`src/rtl/uart_pkg.sv`:
```
// Shared UART definitions for the TX and RX paths: FSM state encoding,
// default frame geometry and a counter-width helper.
package uart_pkg;

  typedef enum logic [1:0] {
    IDLE  = 2'd0,
    START = 2'd1,
    DATA  = 2'd2,
    STOP  = 2'd3
  } uart_state_t;

  localparam int UART_DBIT    = 8;
  localparam int UART_SB_TICK = 16;

  // Counter width for a 0..n-1 range, never narrower than one bit.
  function automatic int cnt_w(input int n);
    return (n < 2) ? 1 : $clog2(n);
  endfunction

endpackage

```
`src/rtl/uart_tx_if.sv`:
```
// Byte-level handshake between a UART transmitter and its client.
interface uart_tx_if #(
  parameter int DBIT = 8
);

  logic            tx_start;
  logic [DBIT-1:0] din;
  logic            tx;
  logic            tx_busy;
  logic            tx_done_tick;

  modport master (
    output tx_start,
    output din,
    input  tx,
    input  tx_busy,
    input  tx_done_tick
  );

  modport slave (
    input  tx_start,
    input  din,
    output tx,
    output tx_busy,
    output tx_done_tick
  );

endinterface

```
`src/rtl/uart_tx.sv`:
```
// UART transmit FSM and shift register, advanced by the oversample tick.
// tx and tx_busy are registered from the next state; done is the last STOP cycle.
module uart_tx
  import uart_pkg::*;
#(
  parameter int DBIT    = UART_DBIT,
  parameter int SB_TICK = UART_SB_TICK
) (
  input  logic            clk,
  input  logic            rst_n,
  input  logic            i_s_tick,
  input  logic            i_tx_start,
  input  logic [DBIT-1:0] i_din,
  output logic            o_tx,
  output logic            o_tx_busy,
  output logic            o_tx_done_tick,
  output logic            o_accept
);

  localparam int S_W = cnt_w(SB_TICK);
  localparam int N_W = cnt_w(DBIT);

  uart_state_t     r_state,  w_state_nxt;
  logic [S_W-1:0]  r_s_cnt,  w_s_cnt_nxt;
  logic [N_W-1:0]  r_n_cnt,  w_n_cnt_nxt;
  logic [DBIT-1:0] r_b_reg,  w_b_nxt;
  logic            r_tx,     w_tx_nxt;
  logic            r_busy;
  logic            w_done;
  logic            w_accept;
  logic            w_bit_end;

  assign w_bit_end = i_s_tick && (r_s_cnt == S_W'(SB_TICK - 1));

  always_comb begin
    w_state_nxt = r_state;
    w_s_cnt_nxt = r_s_cnt;
    w_n_cnt_nxt = r_n_cnt;
    w_b_nxt     = r_b_reg;
    w_done      = 1'b0;
    w_accept    = 1'b0;
    case (r_state)
      IDLE: begin
        if (i_tx_start) begin
          w_accept    = 1'b1;
          w_b_nxt     = i_din;
          w_s_cnt_nxt = '0;
          w_n_cnt_nxt = '0;
          w_state_nxt = START;
        end
      end
      START: begin
        if (w_bit_end) begin
          w_s_cnt_nxt = '0;
          w_state_nxt = DATA;
        end else if (i_s_tick) begin
          w_s_cnt_nxt = r_s_cnt + 1'b1;
        end
      end
      DATA: begin
        if (w_bit_end) begin
          w_b_nxt     = r_b_reg >> 1;
          w_s_cnt_nxt = '0;
          if (r_n_cnt == N_W'(DBIT - 1)) begin
            w_state_nxt = STOP;
          end else begin
            w_n_cnt_nxt = r_n_cnt + 1'b1;
          end
        end else if (i_s_tick) begin
          w_s_cnt_nxt = r_s_cnt + 1'b1;
        end
      end
      STOP: begin
        if (w_bit_end) begin
          w_s_cnt_nxt = '0;
          w_state_nxt = IDLE;
          w_done      = 1'b1;
        end else if (i_s_tick) begin
          w_s_cnt_nxt = r_s_cnt + 1'b1;
        end
      end
      default: w_state_nxt = IDLE;
    endcase
  end

  // Line level follows the state being entered, so tx needs no output decode.
  always_comb begin
    w_tx_nxt = 1'b1;
    case (w_state_nxt)
      START:   w_tx_nxt = 1'b0;
      DATA:    w_tx_nxt = w_b_nxt[0];
      default: w_tx_nxt = 1'b1;
    endcase
  end

  always_ff @(posedge clk or negedge rst_n) begin
    if (!rst_n) begin
      r_state <= IDLE;
      r_s_cnt <= '0;
      r_n_cnt <= '0;
      r_b_reg <= '0;
      r_tx    <= 1'b1;
      r_busy  <= 1'b0;
    end else begin
      r_state <= w_state_nxt;
      r_s_cnt <= w_s_cnt_nxt;
      r_n_cnt <= w_n_cnt_nxt;
      r_b_reg <= w_b_nxt;
      r_tx    <= w_tx_nxt;
      r_busy  <= (w_state_nxt != IDLE);
    end
  end

  assign o_tx           = r_tx;
  assign o_tx_busy      = r_busy;
  assign o_tx_done_tick = w_done;
  assign o_accept       = w_accept;

endmodule

```
`src/rtl/uart_tx_top.sv`:
```
// UART 8N1 transmitter: oversample baud divider plus the TX FSM.
// The divider restarts on accept so every bit is exactly SB_TICK*BIT_TICKS clocks.
module uart_tx_top
  import uart_pkg::*;
#(
  parameter int BIT_TICKS = 54,
  parameter int DBIT      = UART_DBIT,
  parameter int SB_TICK   = UART_SB_TICK
) (
  input  logic     clk,
  input  logic     rst_n,
  uart_tx_if.slave bus
);

  localparam int DIV_W = cnt_w(BIT_TICKS);

  logic [DIV_W-1:0] r_div_cnt;
  logic             w_s_tick;
  logic             w_accept;
  logic             w_tx;
  logic             w_tx_busy;
  logic             w_tx_done_tick;

  assign w_s_tick = (r_div_cnt == DIV_W'(BIT_TICKS - 1));

  always_ff @(posedge clk or negedge rst_n) begin
    if (!rst_n) begin
      r_div_cnt <= '0;
    end else if (w_accept || w_s_tick) begin
      r_div_cnt <= '0;
    end else begin
      r_div_cnt <= r_div_cnt + 1'b1;
    end
  end

  uart_tx #(
    .DBIT    (DBIT),
    .SB_TICK (SB_TICK)
  ) u_tx (
    .clk            (clk),
    .rst_n          (rst_n),
    .i_s_tick       (w_s_tick),
    .i_tx_start     (bus.tx_start),
    .i_din          (bus.din),
    .o_tx           (w_tx),
    .o_tx_busy      (w_tx_busy),
    .o_tx_done_tick (w_tx_done_tick),
    .o_accept       (w_accept)
  );

  assign bus.tx           = w_tx;
  assign bus.tx_busy      = w_tx_busy;
  assign bus.tx_done_tick = w_tx_done_tick;

endmodule
```
`src/flat_wrapper.sv`:
```
// flat-port wrapper written by rule: the top's interface ports become plain ports
module uart_tx_top_flat import uart_pkg::*;
#(
  parameter int BIT_TICKS = 54,
  parameter int DBIT      = UART_DBIT,
  parameter int SB_TICK   = UART_SB_TICK
)
  (clk, rst_n, bus_tx_start, bus_din, bus_tx, bus_tx_busy, bus_tx_done_tick);
  uart_tx_if #(.DBIT(DBIT)) bus_i ();
  input  logic clk;
  input  logic rst_n;
  input wire logic [$bits(bus_i.tx_start)-1:0] bus_tx_start;
  input wire logic [$bits(bus_i.din)-1:0] bus_din;
  output wire logic [$bits(bus_i.tx)-1:0] bus_tx;
  output wire logic [$bits(bus_i.tx_busy)-1:0] bus_tx_busy;
  output wire logic [$bits(bus_i.tx_done_tick)-1:0] bus_tx_done_tick;
  assign bus_i.tx_start = bus_tx_start;
  assign bus_i.din = bus_din;
  assign bus_tx = bus_i.tx;
  assign bus_tx_busy = bus_i.tx_busy;
  assign bus_tx_done_tick = bus_i.tx_done_tick;
  uart_tx_top #(.BIT_TICKS(BIT_TICKS), .DBIT(DBIT), .SB_TICK(SB_TICK)) u_core (.clk(clk), .rst_n(rst_n), .bus(bus_i));
endmodule
```
`config.mk`:
```
export PLATFORM = sky130hd
export DESIGN_NAME = uart_tx_top_flat
export DESIGN_NICKNAME = d
export VERILOG_FILES = /design/src/rtl/uart_pkg.sv /design/src/rtl/uart_tx_if.sv /design/src/rtl/uart_tx.sv /design/src/rtl/uart_tx_top.sv /design/src/flat_wrapper.sv
export SDC_FILE = /design/constraint.sdc
export NUM_CORES = 1
export LEC_CHECK = 0
export BUFFER_PORTS_ARGS = -buffer_cell sky130_fd_sc_hd__buf_2
export CAP_MARGIN = 10
export CORE_ASPECT_RATIO = 1.1
export CORE_MARGIN = 5
export CORE_UTILIZATION = 45
export CTS_CLUSTER_SIZE = 16
export DETAILED_ROUTE_END_ITERATION = 8
export PLACE_DENSITY = 0.61
export SYNTH_ARGS = -nofsm -noshare
export SYNTH_HDL_FRONTEND = slang
export SYNTH_SLANG_ARGS = --single-unit
```
`constraint.sdc`:
```
create_clock -name clk -period 1.8 [get_ports clk]
set_input_delay 0.09 -clock clk [delete_from_list [all_inputs] [get_ports clk]]
set_output_delay 0.09 -clock clk [all_outputs]
set_load 0.03 [all_outputs]
```
Word level (Yosys, flattened, before mapping):

Index checks and enable logic that the tools add are counted.

* add/sub/neg operators: 3
* multipliers: 0
* div/mod/pow operators: 0
* order comparisons: 0
* eq/ne operators: 12
* shifts and indexed selects: 0
* mux-type cells: 23
* bitwise gates (word level): 0
* reductions and logical operators: 9

Operators with widths (count)
* 8-bit 2-to-1 mux: 2
* 8-bit one-hot mux with 2 select lines: 1
* 4-bit 2-to-1 mux: 3
* 2-bit 2-to-1 mux: 5
* 3-bit 2-to-1 mux: 3
* 2-bit one-hot mux with 4 select lines: 1
* 4-bit one-hot mux with 2 select lines: 1
* 6-bit by 1-bit adder with 6-bit output, second input constant: 1
* 2-bit equality test, second input constant: 3
* 6-bit equality test, second input constant: 1
* 6-bit 2-to-1 mux: 1
* 2-bit != test, second input constant: 3
* 3-bit one-hot mux with 2 select lines: 1
* 4-bit by 1-bit adder with 4-bit output, second input constant: 1
* 2-bit by 1-bit equality test with 1-bit output, second input constant: 2
* 4-bit equality test, second input constant: 1
* 1-bit 2-to-1 mux: 4
* 4-bit AND reduction: 1
* 2-bit nonzero test: 2
* 3-bit by 1-bit adder with 3-bit output, second input constant: 1
* 3-bit equality test, second input constant: 1
* 3-bit by 1-bit != test with 1-bit output, second input constant: 1
* 3-bit AND reduction: 1
* 3-bit OR reduction: 1
* 5 further kinds: 5

* register bits: 25
* bits in latches: 0
* bits in writable memories: 0
* memory bits (read-only): 0
* input bits: 11
* output and inout port bits: 3
* logic and storage cells: 55
* memories kept: 0

Logic depth before layout (Yosys ltp):

* depth in word-level cells: 6
* depth in mapped cells: 7
* depth with buffers taken out: 6

Cells and area by module:

Synthesis repeated with hierarchy kept, for this count alone.

* cell total of the unflattened synthesis: 118
* area total of the unflattened synthesis: 1208.7 um^2

Modules (own cells, without submodules)
* uart_tx: times used 1, cells each 92, area an instance 920.9 um^2, sequential area each 476.7 um^2
* uart_tx_top: times used 1, cells each 26, area an instance 287.8 um^2, sequential area each 150.1 um^2

Worst setup path before layout:

OpenSTA, ideal clock, no wires.

* path type: reg2reg
* start point: register u_core.r_div_cnt[1]
* end point: register u_core.u_tx.r_n_cnt[0]
* setup time: 125 ps
* data arrival time: 1454 ps
* data required time: 1675 ps
* setup slack: 221 ps
* cell stages (with the launch flop): 8
* path buffers: 1
* period minus slack after synthesis: 1579 ps
* cells stage by stage: dfrtp_1 > inv_1 > ha_1 > and4b_1 > and4_1 > buf_6 > o21ai_2 > mux2_4

* cells in the longest elaborated chain, start to end: 4

Ends and longest elaborated chain
* from (decl): line uart_tx_top.sv:17 `logic [DIV_W-1:0] r_div_cnt;`
* from (signal assigned): line uart_tx_top.sv:32 `r_div_cnt <= r_div_cnt + 1'b1;`
* 6-bit equality test: line uart_tx_top.sv:24 `assign w_s_tick = (r_div_cnt == DIV_W'(BIT_TICKS - 1));`
* 1-bit logical AND: line uart_tx.sv:33 `assign w_bit_end = i_s_tick && (r_s_cnt == S_W'(SB_TICK - 1));`
* 2-bit != test (no source line)
* 4-bit AND reduction (no source line)
* to (signal assigned): line uart_tx.sv:107 `r_n_cnt <= w_n_cnt_nxt;`
* to (decl): line uart_tx.sv:25 `logic [N_W-1:0] r_n_cnt, w_n_cnt_nxt;`

Every way passes these cells.
A chain may end at the register's enable or synchronous reset.

Worst setup path in the final report:

* start point: register u_core.r_div_cnt[1]
* end point: output bus_tx_done_tick

* cells in the longest elaborated chain, start to end: 4

Ends and longest elaborated chain
* 6-bit equality test: line uart_tx_top.sv:24
* 1-bit logical AND: line uart_tx.sv:33
* 1-bit 2-to-1 mux: line uart_tx.sv:74 `if (w_bit_end) begin`
* 1-bit 2-to-1 mux: line uart_tx.sv:42 `case (r_state)`
* to (decl): line flat_wrapper.sv:16 `output wire logic [$bits(bus_i.tx_done_tick)-1:0] bus_tx_done_tick;`

Every way passes these cells.

==> results.yml <==
synthesis:
  netlist.area_leader.share_pct: 48.1
  async_flop_share_pct: 100
  synth.area.top_cells: "dfrtp_1 48%, a22o_1 8.4%, ha_1 5.0%"
  synth_cell_type_count: 34
  ys_warn_count: 0
  synth.area.mux_share_pct: 2.11
  synth_fa_ha_area_share_pct: 5.02
  ys.flop_type: "dfrtp_1"
  synth_top_area_cell: "dfrtp_1"
  synth_xor_area_share_pct: 3.51
  avgSynthCellArea_sq_um: 10.7
  synth_edf_count: 0
  netlist_instances: 117
  yosys.area_share.simple_pct: 18.7
  netlist_area_sq_um: 1250
  synth_top_family_by_area: "simple AND/OR/NAND/NOR gates"
  synth_compound_area_share_pct: 17.7
  syn_nets: 133
  synth-seq-area-share_pct: 50.3
  ys_ff_latch: 25
setup_path:
  path_max_fanout: 2
  critPathCaptureType: "primary output"
  crit_type: "reg2out"
  r2r_start: "u_core.u_tx.r_s_cnt[0]"
  arrival_ns: 1.72
  start_kind: "flop"
  critical_path.startpoint: "u_core.r_div_cnt[1]"
  cp.required_ns: 1.71
pwr:
  vdd_drop_max_uv: 372
  p_leak_uw: 0.000730
  power_density_nw_per_um2: 562
status:
  outcome: "finished with violations"
  violations: "negative setup slack"
sta:
  slew_violations: 0
  rsz0062_at_grt: "true"
  timing.slew.headroom_pct: 62.7
  min_period_ns: 1.81
  hold_ws_ns: 0.0645
  worst_slew_pin_slew_ns: 0.559
  hold_violations: 0
  post-route-period-util_pct: 101
  clock.fmax_mhz: 553
  setup_viol: 1
  setup_slack_ns: -0.00918
  fin_skew_ns: 0.00311
cts:
  htreeDepth: 1
  cts-root-buf: "clkbuf_4"
  cts_buffer_depth: 2
  cts_sinks: 25
  cts_made_buffers: 3
  cts_tree: "done"
  clk_pin_slew_ns: 0.13
  clkLatencyLatePin_ns: 0.31
final_layout:
  fillers: 246
  drive_gt1_share_pct: 26.6
  final_util_pct: 54.3
  area_growth_pct: 18.8
  largest_reg_flops: 8
  final_common_cell: "dfrtp_1"
  mostFrequentLayoutCells: "24 x dfrtp_1, 12 x a22o_1, 12 x buf_2"
  n_antenna_cell: 0
  fin_nets: 160
global_routing:
  gr-total-overflow: 0
  grt_use_total_pct: 14.5
  grt_max_degree: 26
  grt_antenna_before_repair: 0
  grt_pass1_wl_um: 4310
  grt_pass1_vias: 922
routing:
  vias: 956
  drc_errors: 0
  wl_per_cell_um: 14.0
  drtAntennaViolNets: 0
  dr.pass1.iters: 4
  viasPerCell: 5.43
  drtIter0Drc: 20
  routed_wl_um: 2460
floorplan:
  die_x_um: 60.2
  rows: 20
  die_h_um: 65.2
  die_area_sq_um: 3930
  initial_core_util_pct: 45.7
  coreArea_sq_um: 2730
  ioPinCount: 14
min_path:
  hold_class: "in2reg"
  min-delay-start: "bus_tx_start"
placed_design:
  dp_hpwl_um: 1760
  place_congestion: 0.774
  io_buffers: 13
flow_run:
  drv_cap: 0
==> where the power goes <==
part,internal (uW),total (uW),switching [uW]
combinational,10.6,24.9,14.3
sequential,562,562,0
clock,86.5,246,160
total,659,833,174
==> synth_stat cells, types with 2 or more instances <==
cell / n
a21o_1: 7
a21oi_1: 4
a22o_1: 12
and3_1: 2
buf_2: 4
dfrtp_1: 24
ha_1: 5
nand2_1: 9
nand3_1: 7
nor2_1: 11
nor2b_1: 3
o21ai_0: 4
xnor2_1: 3
xor2_1: 2
==> per-layer routing <==
layer | vias to the layer above | part of all wire (%) | GRT usage, %
li1 | 474 | - | -
met1 | 462 | 46 | 19.0
met2 | 16 | 49 | 23.6
met3 | 4 | 3.4 | 2.55
met4 | 0 | 1.4 | 4.99
met5 | - | 0 | 0
==> repair_timing <==
action                                  in CTS  in global routing
endpoints found under the hold margin       25                  0
gates resized for setup                      6                  2
buffers inserted                             5                  1
hold buffers                                 2                  0
endpoints found under the setup margin       1                 10
pin swaps                                    2                  0
==> cell type report <==
| class | instances | area, sq um | area share (%) |
|---|---|---|---|
| inverters | 1 | 3.75 | 0.253 |
| clock buffers | 4 | 26.3 | 1.77 |
| well taps | 33 | 41.3 | 2.79 |
| multi-input cells | 86 | 598 | 40.4 |
| flip-flops and latches | 25 | 627 | 42.3 |
| repair buffers | 27 | 185 | 12.5 |
==> path summary, 6_finish.rpt <==
path                                          end  slack [ns]  cells past startpoint
setup / recovery                 bus_tx_done_tick      -0.009                      8
hold / removal             u_core.u_tx.r_state[0]        0.06                      3
setup reg to reg           u_core.u_tx.r_b_reg[2]        0.07                      6
hold reg to reg            u_core.u_tx.r_b_reg[5]        0.50                      1
max in group asynchronous        u_core.u_tx.o_tx        1.14                      2
min in group asynchronous  u_core.u_tx.r_s_cnt[1]        0.28                      2
==> cell families (layout without fill, tap and decap cells) <==
family,Yosys count,after routing
AO/OA/AOI/OAI,30,30
XOR/XNOR,5,5
adder cells (fa/ha/maj),5,5
buffers and inverters,6,32
flip-flops,25,25
multiplexers,2,2
AND/OR/NAND/NOR,44,44
==> per-stage QoR <==
| stage | total power, uW | cell area (sq um) | setup TNS, ns | setup slack (ns) | cells |
|---|---|---|---|---|---|
| 2_1_floorplan | 573 | 1250 | 0 | 0.221 | 117 |
| 3_3_place_gp | 595 | 1370 | 0 | 0.103 | 164 |
| 3_5_place_dp | 595 | 1370 | 0 | 0.0857 | 164 |
| 4_1_cts | 849 | 1470 | -0.0232 | -0.0232 | 175 |
| 5_1_grt | 884 | 1480 | -0.125 | -0.0952 | 176 |
| 6_report | 833 | 1480 | -0.00918 | -0.00918 | 176 |
==> worst max-delay path, cell delays in order, from the launching register on <==
cell and delay (ns):
dfrtp_1 0.40, inv_1 0.06, ha_2 0.17, and4b_1 0.23, buf_6 0.11, nand2_4 0.04
nor2_1 0.08, and3_1 0.17, buf_6 0.13
No activity file was read; power rests on OpenSTA's default activity.
